`config.mk`:
```
export PLATFORM = sky130hd
export DESIGN_NAME = bcd_scan_counter
export DESIGN_NICKNAME = d
export VERILOG_FILES = /design/src/rtl/bcd_scan_counter.sv
export SDC_FILE = /design/constraint.sdc
export NUM_CORES = 1
export LEC_CHECK = 0
export BUFFER_PORTS_ARGS = -buffer_cell sky130_fd_sc_hd__buf_2
export CAP_MARGIN = 25
export CELL_PAD_IN_SITES_DETAIL_PLACEMENT = 1
export CELL_PAD_IN_SITES_GLOBAL_PLACEMENT = 2
export CORE_UTILIZATION = 33
export DETAILED_ROUTE_END_ITERATION = 8
export PLACE_DENSITY = 0.79
export SYNTH_ARGS = -nofsm -noshare
export SYNTH_HDL_FRONTEND = slang
export SYNTH_SLANG_ARGS = --single-unit
```
`constraint.sdc`:
```
create_clock -name clk -period 2.9 [get_ports clk]
set_input_delay 0.29 -clock clk [delete_from_list [all_inputs] [get_ports clk]]
set_output_delay 0.29 -clock clk [all_outputs]
set_load 0.005 [all_outputs]
```
`src/rtl/bcd_scan_counter.sv`:
```
// N-digit BCD up/down counter with run/load control and a multiplexed seven-segment scan driver.
// Optional leading-zero blanking is enabled by defining LZ_BLANK_EN.
module bcd_scan_counter #(
  parameter int DIGITS   = 8,
  parameter int TICK_DIV = 50_000_000,
  parameter int SCAN_DIV = 5_000
) (
  input  logic                clk,
  input  logic                reset,
  input  logic                run,
  input  logic                up_dn,
  input  logic                load,
  input  logic [4*DIGITS-1:0] load_val,
  output logic [4*DIGITS-1:0] count,
  output logic                tick,
  output logic                wrap,
  output logic [6:0]          seg,
  output logic [DIGITS-1:0]   segcom
);

  localparam int TW = $clog2(TICK_DIV);
  localparam int SW = $clog2(SCAN_DIV);
  localparam int IW = (DIGITS > 1) ? $clog2(DIGITS) : 1;
  localparam logic [TW-1:0] TICK_LAST = TW'(TICK_DIV - 1);
  localparam logic [SW-1:0] SCAN_LAST = SW'(SCAN_DIV - 1);
  localparam logic [IW-1:0] IDX_LAST  = IW'(DIGITS - 1);

  logic [TW-1:0]       tick_cnt;
  logic [SW-1:0]       scan_cnt;
  logic [IW-1:0]       scan_idx;
  logic [IW-1:0]       scan_idx_nxt;
  logic [4*DIGITS-1:0] stepped;
  logic [4*DIGITS-1:0] loaded;
  logic                step_wrap;
  logic                chain;
  logic [3:0]          digit;
  logic [3:0]          cur_digit;

  function automatic logic [6:0] glyph(input logic [3:0] d);
    case (d)
      4'd0:    glyph = 7'b1000000;
      4'd1:    glyph = 7'b1111001;
      4'd2:    glyph = 7'b0100100;
      4'd3:    glyph = 7'b0110000;
      4'd4:    glyph = 7'b0011001;
      4'd5:    glyph = 7'b0010010;
      4'd6:    glyph = 7'b0000010;
      4'd7:    glyph = 7'b1111000;
      4'd8:    glyph = 7'b0000000;
      4'd9:    glyph = 7'b0010000;
      default: glyph = 7'b1111111;
    endcase
  endfunction

  assign tick = run && (tick_cnt == TICK_LAST);

  // Carry/borrow ripples through every digit in one cycle; a chain surviving the top digit is a wrap.
  always_comb begin
    stepped = count;
    chain   = 1'b1;
    digit   = 4'd0;
    for (int i = 0; i < DIGITS; i++) begin
      digit = count[4*i +: 4];
      if (chain) begin
        if (up_dn) begin
          if (digit == 4'd9) begin
            stepped[4*i +: 4] = 4'd0;
          end else begin
            stepped[4*i +: 4] = digit + 4'd1;
            chain = 1'b0;
          end
        end else begin
          if (digit == 4'd0) begin
            stepped[4*i +: 4] = 4'd9;
          end else begin
            stepped[4*i +: 4] = digit - 4'd1;
            chain = 1'b0;
          end
        end
      end
    end
    step_wrap = chain;
  end

  always_comb begin
    loaded = '0;
    for (int i = 0; i < DIGITS; i++) begin
      loaded[4*i +: 4] = (load_val[4*i +: 4] > 4'd9) ? 4'd0 : load_val[4*i +: 4];
    end
  end

  always_ff @(posedge clk) begin
    if (reset) begin
      count    <= '0;
      tick_cnt <= '0;
      wrap     <= 1'b0;
    end else if (load) begin
      count    <= loaded;
      tick_cnt <= '0;
      wrap     <= 1'b0;
    end else begin
      wrap <= 1'b0;
      if (run) begin
        if (tick_cnt == TICK_LAST) begin
          tick_cnt <= '0;
          count    <= stepped;
          wrap     <= step_wrap;
        end else begin
          tick_cnt <= tick_cnt + TW'(1);
        end
      end
    end
  end

  assign scan_idx_nxt = (scan_idx == IDX_LAST) ? '0 : scan_idx + IW'(1);

  always_ff @(posedge clk) begin
    if (reset) begin
      scan_cnt <= '0;
      scan_idx <= '0;
      segcom   <= ~DIGITS'(1);
    end else if (scan_cnt == SCAN_LAST) begin
      scan_cnt <= '0;
      scan_idx <= scan_idx_nxt;
      segcom   <= ~(DIGITS'(1) << scan_idx_nxt);
    end else begin
      scan_cnt <= scan_cnt + SW'(1);
    end
  end

  always_comb begin
    cur_digit = 4'd0;
    for (int i = 0; i < DIGITS; i++) begin
      if (scan_idx == IW'(i)) cur_digit = count[4*i +: 4];
    end
  end

`ifdef LZ_BLANK_EN
  logic lead;
  logic blank;

  // Walk down from the top digit; a selected digit is blank while it and everything above it are zero.
  always_comb begin
    lead  = 1'b1;
    blank = 1'b0;
    for (int i = DIGITS - 1; i >= 0; i--) begin
      if (count[4*i +: 4] != 4'd0) lead = 1'b0;
      if (scan_idx == IW'(i)) blank = lead && (i != 0);
    end
  end

  assign seg = blank ? 7'b1111111 : glyph(cur_digit);
`else
  assign seg = glyph(cur_digit);
`endif

endmodule
```
==> impl_metrics.tcl <==
set metrics [dict create \
    outcome "complete, but fails checks" \
    violations "setup timing" \
    hp-class "input pin to flip-flop" \
    p_switching_uw 776 \
    postSynthAreaPerCell_sq_um 7.46 \
    drcViolationCount 0 \
    synth_nets 778 \
    coreArea_sq_mm 0.0160 \
    finalSetupViolations 1 \
    grt.overflow.total 0 \
    grt_first_pass_wirelength_mm 27.6 \
    powerDensity_mw_per_mm2 405 \
    pre_cts_ws_ps -27.3 \
    yosys_warnings 0 \
    routed_wl_mm 17.5 \
    finalHoldViolations 0 \
    ff2ff_path_depth 7 \
    cap_violations 0 \
    synth_cell_type_count 65 \
    ys_ff_latch 83 \
    synth_top_area_share_pct 30.5 \
    ctsHtreeMaxLevel 3 \
    rsz0062_at_grt "yes" \
    antenna_found_initial 0 \
    num_antenna_cells 0 \
    max_freq_mhz 342 \
    cp.arrival_ps 2630 \
    maxSlewViolCount 0 \
    synth_async_sr_flop_share_pct 0 \
    grt_pass1_vias 5510 \
    clk_path_buf_depth 2 \
    die_x_microns 130 \
    finalCriticalPeriod_ps 2920 \
    dieArea_sq_mm 0.0170 \
    clkLatencyLatePin_ps 350 \
    worstMarginPinSlew_ps 809 \
    period_share_pct 101 \
    synth.most_common_cell "nor2_1" \
    setup_ws_ps -24.6 \
    nNetsFinal 853 \
    cts.sinks 83 \
    clock_skew_ps 7.50 \
    seqPwrFrac_pct 45.4 \
    dr.pass1.iters 5 \
    wl_per_cell_microns 17.0 \
    p_leak_nw 2.57 \
    worstSetupPathType "flip-flop to output port" \
    drt_iter0_markers 193 \
    vias 5574 \
    syn_inst 730 \
    hpwl_mm 12.6 \
    clk_pin_slew_ps 70 \
    tns_ps -24.6 \
    gp_congestion 0.847 \
    ys.flop_type "dfxtp_1" \
    grt_use_total_pct 20.7 \
    start_util_pct 34.0 \
    irDropWorstVdd_mv 0.269 \
    end_kind "output port" \
    p_comb_share_pct 13.7 \
    ys_top_cells_by_area "dfxtp_1 (31%), nor2_1 (6.8%), xor2_1 (4.8%)" \
    port_buffers 85 \
    netlist_area_sq_mm 0.00545 \
    ant_nets 0 \
    grt_max_degree 44 \
    path_max_fanout 8 \
    crit_required_ps 2610 \
    pin_count 86 \
    area_growth_pct 22.8 \
    hold_path_depth 3 \
    startpoint_type "flip-flop" \
    dieHeight_microns 130 \
    synth_edf_count 0 \
    relSlewSlack_pct 46.1 \
    cts-root-buf "clkbuf_16" \
    numCtsBuffers 9 \
    yosysTopAreaCell "dfxtp_1" \
    yosysSeqAreaShare_pct 30.5 \
    power_frac_clock_pct 40.9 \
    rows 46 \
    drive_gt1_share_pct 22.1 \
    synth_top_cells_by_count "nor2_1 (98), dfxtp_1 (83), nand2_1 (58)" \
    tritoncts "yes" \
    p_int_mw 1.94 \
    viasPerCell 5.43 \
    switching_share_pct 28.6 \
]
-- path summary, 6_finish.rpt --
kind / from / endpoint / slack (ps)
max: scan_idx[1] / seg[6] / -20
min: load_val[28] / count[28] / 160
max reg2reg: tick_cnt[0] / count[3] / 540
min reg2reg: segcom[4] / segcom[4] / 460
-- worst max-delay path, cell delays in order (launching register included) --
cell and delay [ps]:
dfxtp_4 360, buf_4 140, ha_4 190, buf_6 140, a211o_1 220, a222oi_1 460, a221oi_4 140, buf_6 160
nor3b_2 150, a211oi_1 190, buf_2 140
-- sequential cells by signal, indices dropped and copies added (netlist names) --
register	cells
scan_idx	3
wrap	1
segcom	8
scan_cnt	13
tick_cnt	26
count	32
-- routing by layer --
layer	wire length, microns	part of all wire (%)	track usage (%)	vias to the layer above
li1	-	-	-	2727
met1	7750	44	24.4	2721
met2	8790	50	38.1	102
met3	639	3.7	3.83	24
met4	274	1.6	5.68	0
met5	0	0	0	-
-- stage by stage --
step	area (sq um)	std cells	hold WS (ps)	util, %	power (mW)
3_5_place_dp	6070	996	455	37.9	1.61
3_3_place_gp	6070	996	429	37.9	1.59
6_report	6690	1026	158	41.8	2.71
2_1_floorplan	5450	730	399	-	1.47
5_1_grt	6690	1026	169	41.8	2.84
4_1_cts	6470	1017	150	40.4	2.74
-- power by group through the flow --
stage                     sequential, mW  combinational (mW)  clock (mW)
final                               1.23               0.371        1.11
after global routing                1.24               0.413        1.19
after CTS                           1.23               0.362        1.15
after detailed placement            1.26               0.352           0
after global placement              1.26               0.338           0
after floorplan                     1.21               0.253           0
-- kinds of logic (layout without fill, tap and decap cells) --
logic type	after synthesis	count (layout)	synth area share [%]
AO/OA/AOI/OAI	177	177	20.7
adder cells (fa/ha/maj)	11	11	2.53
buffers and inverters	78	158	5.63
multiplexers	18	18	3.40
flip-flops	83	83	30.5
XOR/XNOR	54	54	8.69
AND/OR/NAND/NOR	309	309	28.5
-- timing repair --
item,in CTS,in global routing
gates resized for setup,18,26
setup buffers,5,9
hold buffers,0,0
setup endpoints to repair,7,6
pin swaps,6,8
-- area by class of cell --
| cell class | count | area (sq um) |
|---|---|---|
| Sequential cell | 83 | 1670 |
| Multi-Input combinational cell | 569 | 3660 |
| Clock inverter | 5 | 37.5 |
| Inverter | 24 | 90.1 |
| Fill cell | 2004 | 9310 |
| Clock buffer | 11 | 243 |
| Timing Repair Buffer | 118 | 713 |
| Tap cell | 216 | 270 |
-- cell usage in the layout, fill, tap and decap left out, types with 5 or more instances in the layout --
cell type	instances
a211oi_1	13
a21oi_1	42
a31oi_1	11
and3_1	10
and4_1	5
buf_2	85
buf_4	27
clkbuf_16	9
dfxtp_1	81
ha_4	6
inv_1	21
mux2i_1	14
nand2_1	58
nand2b_1	11
nand3_1	31
nand3b_1	11
nand4_1	11
nor2_1	97
nor2b_1	9
nor3_1	21
nor3b_1	5
nor4_1	6
o21a_1	6
o21ai_0	47
o21bai_1	5
or2_2	6
or3_1	8
xnor2_1	24
xor2_1	30
Power figures use the tool's default switching activity.
